<file path="src/rtl/raised_pkg.sv">
// Shared constants, FSM state type and the pulse-shape table used by the
// raised-cosine transmitter/receiver pair.
package raised_pkg;

  localparam int NSYM   = 20;
  localparam int SPS    = 10;
  localparam int HALF   = SPS / 2;
  localparam int WORD_W = NSYM + 1;
  localparam int DATA_W = 16;
  localparam int ACCW   = 24;
  localparam int THRESH = 70000;

  typedef enum logic [1:0] {
    IDLE,
    COLLECT,
    DONE
  } state_e;

  // One segment of SPS samples per bit pair {first, second}. Head half sums:
  // 0/23888/123432/149320; tail half sums: 0/111855/23888/153536.
  localparam logic signed [DATA_W-1:0] LUT [4][SPS] = '{
    '{16'sd0,     16'sd0,     16'sd0,     16'sd0,     16'sd0,
      16'sd0,     16'sd0,     16'sd0,     16'sd0,     16'sd0},
    '{16'sd1000,  16'sd2500,  16'sd4500,  16'sd6888,  16'sd9000,
      16'sd18000, 16'sd21000, 16'sd23000, 16'sd24500, 16'sd25355},
    '{16'sd30000, 16'sd28000, 16'sd25000, 16'sd22000, 16'sd18432,
      16'sd9000,  16'sd6888,  16'sd4500,  16'sd2500,  16'sd1000},
    '{16'sd31000, 16'sd30500, 16'sd30000, 16'sd29500, 16'sd28320,
      16'sd29000, 16'sd30000, 16'sd31000, 16'sd31500, 16'sd32036}
  };

endpackage

</file>
<file path="src/rtl/raised_receiver_if.sv">
// Sample-in / word-out handshake bundle between the receiver and its neighbours.
interface raised_receiver_if;
  import raised_pkg::*;

  logic signed [DATA_W-1:0] indata;
  logic                     writeready;
  logic                     waitwrite;
  logic [WORD_W-1:0]        outdata;
  logic                     readready;
  logic                     readack;
  logic                     complete;

  modport slave (
    input  indata, writeready, readack,
    output waitwrite, outdata, readready, complete
  );

  modport master (
    output indata, writeready, readack,
    input  waitwrite, outdata, readready, complete
  );
endinterface

</file>
<file path="src/rtl/raised_receiver_half_integrator.sv">
// Signed half-segment accumulator; gt_o slices (accumulated + current sample).
module half_integrator
  import raised_pkg::*;
(
  input  logic                     clk,
  input  logic                     reset,
  input  logic                     clr_i,
  input  logic                     add_i,
  input  logic signed [DATA_W-1:0] sample_i,
  output logic                     gt_o
);

  localparam logic signed [ACCW-1:0] THRESH_A = ACCW'(THRESH);

  logic signed [ACCW-1:0] acc_q, acc_d;
  logic signed [ACCW-1:0] sext;
  logic signed [ACCW-1:0] sum;

  assign sext = {{(ACCW-DATA_W){sample_i[DATA_W-1]}}, sample_i};
  assign sum  = acc_q + sext;
  // Decision includes the sample being accepted this cycle.
  assign gt_o = (sum > THRESH_A);

  always_comb begin
    acc_d = acc_q;
    if (clr_i)      acc_d = '0;
    else if (add_i) acc_d = sum;
  end

  always_ff @(posedge clk) begin
    if (reset) acc_q <= '0;
    else       acc_q <= acc_d;
  end

endmodule

</file>
<file path="src/rtl/raised_receiver.sv">
// Raised-cosine receiver: integrates half-segment windows, slices each against
// THRESH and hands the recovered word out on a hold-until-ack port.
module raised_receiver
  import raised_pkg::*;
(
  input  logic               clk,
  input  logic               reset,
  raised_receiver_if.slave   bus
);

  localparam int DIGW = $clog2(SPS);
  localparam int SEGW = $clog2(NSYM);
  localparam logic [DIGW-1:0] HALF_D   = DIGW'(HALF);
  localparam logic [DIGW-1:0] HALF_M1  = DIGW'(HALF - 1);
  localparam logic [DIGW-1:0] LAST_D   = DIGW'(SPS - 1);
  localparam logic [SEGW-1:0] LAST_SEG = SEGW'(NSYM - 1);
  localparam logic [SEGW-1:0] NSYM_S   = SEGW'(NSYM);

  state_e              state_q, state_d;
  logic [SEGW-1:0]     seg_q, seg_d;
  logic [DIGW-1:0]     digit_q, digit_d;
  logic [WORD_W-1:1]   bits_q, bits_d;
  logic [WORD_W-1:0]   outdata_q, outdata_d;
  logic                complete_q, complete_d;

  logic accept;
  logic head_clr, head_add, head_gt;
  logic tail_clr, tail_add, tail_gt;

  assign accept   = bus.writeready && (state_q == COLLECT);
  assign head_clr = (state_q == IDLE) || (accept && (digit_q == HALF_M1));
  assign head_add = accept && (digit_q < HALF_D);
  // Only the last segment's second half carries a decision (bit 0).
  assign tail_clr = (state_q == IDLE);
  assign tail_add = accept && (digit_q >= HALF_D) && (seg_q == LAST_SEG);

  half_integrator u_head (
    .clk      (clk),
    .reset    (reset),
    .clr_i    (head_clr),
    .add_i    (head_add),
    .sample_i (bus.indata),
    .gt_o     (head_gt)
  );

  half_integrator u_tail (
    .clk      (clk),
    .reset    (reset),
    .clr_i    (tail_clr),
    .add_i    (tail_add),
    .sample_i (bus.indata),
    .gt_o     (tail_gt)
  );

  always_comb begin
    state_d    = state_q;
    seg_d      = seg_q;
    digit_d    = digit_q;
    bits_d     = bits_q;
    outdata_d  = outdata_q;
    complete_d = 1'b0;
    case (state_q)
      IDLE: begin
        seg_d   = '0;
        digit_d = '0;
        bits_d  = '0;
        state_d = COLLECT;
      end
      COLLECT: begin
        if (accept) begin
          digit_d = digit_q + DIGW'(1);
          // Segment s carries word bits {NSYM-s, NSYM-1-s}; head decides the first.
          if (digit_q == HALF_M1) bits_d[NSYM_S - seg_q] = head_gt;
          if (digit_q == LAST_D) begin
            digit_d = '0;
            if (seg_q != LAST_SEG) begin
              seg_d = seg_q + SEGW'(1);
            end else begin
              outdata_d  = {bits_d, tail_gt};
              complete_d = 1'b1;
              state_d    = DONE;
            end
          end
        end
      end
      DONE: begin
        if (bus.readack) state_d = IDLE;
      end
      default: state_d = IDLE;
    endcase
  end

  always_ff @(posedge clk) begin
    if (reset) begin
      state_q    <= IDLE;
      seg_q      <= '0;
      digit_q    <= '0;
      bits_q     <= '0;
      outdata_q  <= '0;
      complete_q <= 1'b0;
    end else begin
      state_q    <= state_d;
      seg_q      <= seg_d;
      digit_q    <= digit_d;
      bits_q     <= bits_d;
      outdata_q  <= outdata_d;
      complete_q <= complete_d;
    end
  end

  assign bus.waitwrite = (state_q == COLLECT);
  assign bus.readready = (state_q == DONE);
  assign bus.outdata   = outdata_q;
  assign bus.complete  = complete_q;

endmodule

</file>
<file path="src/flat_wrapper.sv">
// flat-port wrapper written by rule: the top's interface ports become plain ports
module raised_receiver_flat import raised_pkg::*;
  (clk, reset, bus_indata, bus_writeready, bus_readack, bus_waitwrite, bus_outdata, bus_readready, bus_complete);
  raised_receiver_if bus_i ();
  input  logic clk;
  input  logic reset;
  input wire logic [$bits(bus_i.indata)-1:0] bus_indata;
  input wire logic [$bits(bus_i.writeready)-1:0] bus_writeready;
  input wire logic [$bits(bus_i.readack)-1:0] bus_readack;
  output wire logic [$bits(bus_i.waitwrite)-1:0] bus_waitwrite;
  output wire logic [$bits(bus_i.outdata)-1:0] bus_outdata;
  output wire logic [$bits(bus_i.readready)-1:0] bus_readready;
  output wire logic [$bits(bus_i.complete)-1:0] bus_complete;
  assign bus_i.indata = bus_indata;
  assign bus_i.writeready = bus_writeready;
  assign bus_i.readack = bus_readack;
  assign bus_waitwrite = bus_i.waitwrite;
  assign bus_outdata = bus_i.outdata;
  assign bus_readready = bus_i.readready;
  assign bus_complete = bus_i.complete;
  raised_receiver u_core (.clk(clk), .reset(reset), .bus(bus_i));
endmodule
</file>
<file path="config.mk">
export PLATFORM = sky130hd
export DESIGN_NAME = raised_receiver_flat
export DESIGN_NICKNAME = d
export VERILOG_FILES = /design/src/rtl/raised_pkg.sv /design/src/rtl/raised_receiver_if.sv /design/src/rtl/raised_receiver_half_integrator.sv /design/src/rtl/raised_receiver.sv /design/src/flat_wrapper.sv
export SDC_FILE = /design/constraint.sdc
export NUM_CORES = 1
export LEC_CHECK = 0
export ABC_AREA = 0
export CORE_ASPECT_RATIO = 0.6
export CORE_MARGIN = 8
export CORE_UTILIZATION = 57
export CTS_BUF_LIST = sky130_fd_sc_hd__clkbuf_2
export CTS_CLUSTER_SIZE = 24
export DETAILED_ROUTE_END_ITERATION = 7
export PLACE_DENSITY = 0.77
export SETUP_SLACK_MARGIN = 0.1
export SLEW_MARGIN = 0
export SYNTH_ARGS = -nofsm -noshare
export SYNTH_HDL_FRONTEND = slang
export SYNTH_HIERARCHICAL = 1
export SYNTH_SLANG_ARGS = --single-unit
</file>
<file path="constraint.sdc">
create_clock -name clk -period 5.4 [get_ports clk]
set_clock_uncertainty 0.05 [all_clocks]
set_input_delay 0.81 -clock clk [delete_from_list [all_inputs] [get_ports clk]]
set_output_delay 0.81 -clock clk [all_outputs]
set_load 0.01 [all_outputs]
</file>
; Word-level counts from Yosys, hierarchy flattened
; Cells that the tools add are included.
[op_classes]
addsub = 5
order_cmp = 6
n_eq_ne = 11
n_mux = 19
bitwise = 4
reduce_logical = 16
[op_table]
columns = cell, n
row1 = 24-bit by 16-bit adder with 24-bit output, 2
row2 = "24-bit by 18-bit greater-than comparator with 1-bit output, second input constant", 2
row3 = 20-bit two-way mux, 2
row4 = 20-bit case mux with 2 select lines, 1
row5 = 20-bit bitwise mux, 1
row6 = 5-bit two-way mux, 3
row7 = 4-bit AND reduction, 3
row8 = 5-bit case mux with 2 select lines, 1
row9 = 2-bit two-way mux, 4
row10 = 4-bit two-way mux, 2
row11 = 4-bit case mux with 2 select lines, 1
row12 = 1-bit logical AND, 6
row13 = "5-bit by 6-bit less-than comparator with 1-bit output, second input constant", 1
row14 = "2-bit by 1-bit != test with 1-bit output, second input constant", 3
row15 = 2-bit case mux with 3 select lines, 1
row16 = "5-bit by 1-bit adder with 5-bit output, second input constant", 1
row17 = 1-bit demux with 5-bit select, 1
row18 = "5-bit equality test, second input constant", 1
row19 = "5-bit by 1-bit >= comparator with 1-bit output, second input constant", 1
row20 = "5-bit != test, second input constant", 1
row21 = "5-bit subtractor, first input constant", 1
row22 = "4-bit by 1-bit adder with 4-bit output, second input constant", 1
row23 = "4-bit by 3-bit equality test with 1-bit output, second input constant", 1
row24 = "4-bit equality test, second input constant", 1
row25 = other kinds (13), 19
[word_totals]
ff_bits = 101
input_bits = 20
output_inout_bits = 24

; Longest topological paths before layout
[logic_depth]
depth_word = 9
mapped_depth = 13
depth_no_buf = 13

; Modules after synthesis
; The synthesis kept the hierarchy.
[modules_own_cells]
columns = mod, instances, cells_each, area_per_inst_um2, seq_area_each_um2
row1 = half_integrator, 2, 280, 2272.2, 480.5
row2 = raised_receiver, 1, 313, 2756.4, 1061.0

; Worst setup path before layout
; No wires, ideal clock.
[synth_timing]
path_kind = input to register
startpoint = input bus_indata[0]
endpoint = register u_core/bits_q[12] in the netlist's numbering
setup_time_ns = 0.061
arrival_time_ns = 3.825
t_required_ns = 5.289
slack_ns = 1.465
path_stages = 13
path_cell_list = ha_1 > fa_1 > a21o_1 > a221oi_2 > a21oi_1 > mux2i_1 > o2111ai_1 > nor4_1 > o41a_1 > a41oi_1 > clkbuf_1 > clkbuf_1 > a32o_1
[synth_between]
elab_chain_cells = 6
[synth_rtl]
columns = element, line_no
row1 = start: declaration, flat_wrapper.sv:7  ; input wire logic [$bits(bus_i.indata)-1:0] bus_indata;
row2 = 24-bit by 16-bit adder with 24-bit output, raised_receiver_half_integrator.sv:20  ; assign sum = acc_q + sext;
row3 = 24-bit by 18-bit greater-than comparator with 1-bit output, raised_receiver_half_integrator.sv:22  ; assign gt_o = (sum > THRESH_A);
row4 = net u_core.head_gt, raised_receiver.sv:27  ; logic head_clr, head_add, head_gt;
row5 = 20-bit bitwise mux, raised_receiver.sv:73  ; if (digit_q == HALF_M1) bits_d[NSYM_S - seg_q] = head_gt;
row6 = 20-bit two-way mux, raised_receiver.sv:73
row7 = 20-bit two-way mux, raised_receiver.sv:70  ; if (accept) begin
row8 = 20-bit case mux with 2 select lines, raised_receiver.sv:62  ; case (state_q)
row9 = end signal: assignment, raised_receiver.sv:105  ; bits_q <= bits_d;
row10 = end: declaration, raised_receiver.sv:22  ; logic [WORD_W-1:1] bits_q, bits_d;
; The timed path passes the listed nets, and every way through them passes these cells. The select of a mux whose other input is x is not followed.
; A chain may end at the register's enable or synchronous reset.

; Worst setup path after layout
[layout_timing]
startpoint = input bus_indata[0]
endpoint = register u_core/bits_q[6] in the netlist's numbering
; The elaborated chain is that of the path after synthesis.

==> flow_summary_export.csv <==
group,metric,value,unit
synth,synth_top_family_by_area,"compound AO/OA/AOI/OAI gates",
cells_and_area,fillCellCount,1135,
global_routing,antenna_found_initial,0,
synth,netlist_area,7300,um2
synth,synth_common_cells,"nor2_1 (117), dfxtp_1 (101), a21oi_1 (55), ha_1 (54), nand2_1 (48)",
floorplanning,core_area,12700,um2
floorplanning,ioPinCount,44,
synth,synth_compound_area_frac,0.255,
power,power_density,171,nW/um2
cells_and_area,final_core_util,0.622,
synth,synth_top_area_frac,0.277,
route,routed_wl,17900,um
route,wl_per_cell,16.7,um
synth,synth_edf_count,0,
critical_path,path_class,"input pin to register",
global_routing,globalRouteOverflowTotal,0,
cts,cts_sinks,101,
synth,synth-async-reset-ratio,0,
cts,cts_hold_buf,0,
cts,post_cts_buffers,0,
status,status,"finished, final reports clean",
synth,synth_fa_ha_area_frac,0.0980,
critical_path,required,5.92,ns
cells_and_area,area_growth,8.16,%
cts,h-tree-depth,3,
synth,syn_nets,949,
floorplanning,initial_core_util,0.575,
synth,syn-instance-count,873,
global_routing,grt_start_max_net_pins,36,
synth,yosysMostFrequentCell,"nor2_1",
cells_and_area,design_area,7900,um2
cts,post_cts_resized,0,
placed_design,post-dp-hpwl,13600,um
min_path,hold_class,"register to register",
placed_design,place_area,7790,um2
sta,fmax,0.241,GHz
sta,rsz0062_at_grt,"no",
critical_path,critPathLaunchType,"input pin",
route,drtIter0Drc,460,
floorplanning,dieArea,16800,um2
cts,clock_latency,0.59,ns
cts,clk_pin_slew,0.29,ns
cells_and_area,num_antenna_cells,0,
route,drc,0,
synth,synth_area_leader_cell,"dfxtp_1",
cells_and_area,drive_gt1_frac,0.0712,
route,viasPerCell,6.12,
critical_path,r2r_start,"u_core/u_head/acc_q[0]",
cells_and_area,finalNonFillerCells,1069,
critical_path,cp_max_fo,20,
placed_design,gp_routability_congestion,0.949,
synth,synth_cell_types,81,
sta,slew_headroom,0.471,
global_routing,grt_pass1_wl,30200,um
placed_design,placed_cells,1053,
floorplanning,die_h,104,um
synth,ys_seq_area_frac,0.277,
flow_run,drv_cap,0,
synth,yosys-top-cells-area,"dfxtp_1 (28%), ha_1 (9.3%), nor2_1 (6.0%)",
power,peakVddDrop,95.8,uV
route,dr.pass1.iters,4,
route,ant_nets,0,
sta,fin_tns_setup,0,ns
critical_path,regToRegSetupSlack,1.64,ns
sta,final_hold_viol_count,0,
sta,finalCriticalPeriod,4.15,ns
critical_path,critPathCaptureType,"register",
global_routing,grt_pass1_vias,5994,
min_path,hp-start,"u_core/bits_q[19]",
synth,ys_warn_count,6,
min_path,hold-path-endpoint,"u_core/bus.outdata[19]",
power,p_leak,3.08,nW
critical_path,reg2reg_depth,14,
global_routing,grt_use_total,0.213,
synth,synth_xor_area_frac,0.0372,
cts,numCtsBuffers,9,
min_path,holdPathStages,2,
placed_design,numPortBuffers,43,
cts,cts_tree,"yes",
floorplanning,floorplan.rows,32,
sta,setup_viol,0,
synth,synthMuxAreaShare,0.0511,
sta,slew_violations,0,
sta,hold_slack,0.435,ns
synth,synth-simple-area-share,0.235,
critical_path,crit_arrival,4.67,ns
synth,ys_ff_latch,101,
synth,ys.flop_type,"dfxtp_1",
route,vias,6545,
cts,root_buffer,"clkbuf_2",
sta,finalCritPeriodShare,0.768,
floorplanning,die_w,162,um
synth,avgSynthCellArea,8.36,um2
sta,tightest_slew,0.791,ns
cells_and_area,final_net_count,970,
cts,cts_buffer_depth,2,
critical_path,r2r_end,"u_core/bits_q[6]",
-- worst max-delay path: stages --
cell	delay, ns
clkdlybuf4s50_1	0.48
ha_1	0.26
fa_1	0.41
a21o_1	0.22
a221oi_2	0.41
xnor2_1	0.20
o2111ai_1	0.16
a21oi_1	0.20
nor4_1	0.09
o41a_1	0.42
a41oi_1	0.21
buf_4	0.28
nand2_1	0.19
mux2i_1	0.20
a21o_1	0.10
-- state kept, by name, indices dropped and copies added (netlist names) --
name                 cells
u_core/bits_q           20
u_core/bus.complete      1
u_core/u_tail/acc_q     24
u_core/digit_q           4
u_core/bus.outdata      21
u_core/seg_q             5
u_core/state_q           2
u_core/u_head/acc_q     24
-- layer usage --
layer / share of wire / vias up / track usage
li1: - / 3292 / -
met1: 0.55 / 3050 / 0.335
met2: 0.38 / 188 / 0.288
met3: 0.059 / 15 / 0.0423
met4: 0.0085 / 0 / 0.0408
met5: 0 / - / 0
-- how the worst max path moves through the flow --
stage,start,endpoint,slack [ns],cells past startpoint
floorplan,bus_indata[0],u_core/bits_q[12],1.46,13
global placement,bus_indata[0],u_core/bus.outdata[8],0.75,14
detailed placement,bus_indata[0],u_core/bits_q[6],0.67,15
CTS,bus_indata[0],u_core/bus.outdata[8],1.33,14
global route,bus_indata[0],u_core/bits_q[6],1.02,15
finish,bus_indata[0],u_core/bits_q[6],1.25,15
-- layout make-up --
type	instances	area, um2	area share
timing repair buffer	50	483	0.0612
clock buffer	9	45.0	0.00570
sequential	101	2020	0.256
tap	170	213	0.0269
inverter	34	128	0.0162
clock inverter	7	57.6	0.00729
multi-input combinational	698	4950	0.627
-- per-stage QoR --
step           power [mW]  worst slack [ns]
2_1_floorplan       0.957              1.46
3_3_place_gp         1.02             0.754
3_5_place_dp         1.02             0.673
4_1_cts              1.36              1.33
5_1_grt              1.42              1.02
6_report             1.35              1.25
-- logic make-up after synthesis --
kind of cell / Yosys count
fa+ha+maj: 56
buf+inv: 74
simple gates: 321
flops: 101
compound gates: 253
xor+xnor: 31
mux: 37
-- cell usage in the layout (no fill, tap or decap), types with 5 or more instances in the layout --
| cell type | instances |
|---|---|
| nor2_1 | 117 |
| dfxtp_1 | 101 |
| a21oi_1 | 55 |
| ha_1 | 54 |
| nand2_1 | 48 |
| clkdlybuf4s50_1 | 43 |
| mux2i_1 | 35 |
| inv_1 | 34 |
| nor3_1 | 24 |
| nand2b_1 | 23 |
| nand3_1 | 22 |
| xnor2_1 | 22 |
| a21o_1 | 20 |
| o21a_1 | 18 |
| o22ai_1 | 16 |
| o21ai_0 | 16 |
| a211oi_1 | 14 |
| a32o_1 | 14 |
| nor2b_1 | 13 |
| o21ai_1 | 10 |
| o211ai_1 | 10 |
| clkbuf_2 | 9 |
| xor2_1 | 9 |
| nor3b_1 | 8 |
| o2111ai_1 | 8 |
| or3_1 | 7 |
| buf_4 | 7 |
| a21oi_2 | 6 |
| and3_1 | 6 |
| a2111o_1 | 6 |
| nor4_1 | 6 |
| nor3_2 | 5 |
| o41ai_1 | 5 |
| a22oi_1 | 5 |
-- power breakdown --
| part | switching [mW] | internal [mW] | total (mW) |
|---|---|---|---|
| Clock | 0.273 | 0.0655 | 0.338 |
| Combinational | 0.151 | 0.103 | 0.254 |
| Sequential | 0.00555 | 0.755 | 0.761 |
No activity file was read; power rests on OpenSTA's default activity.
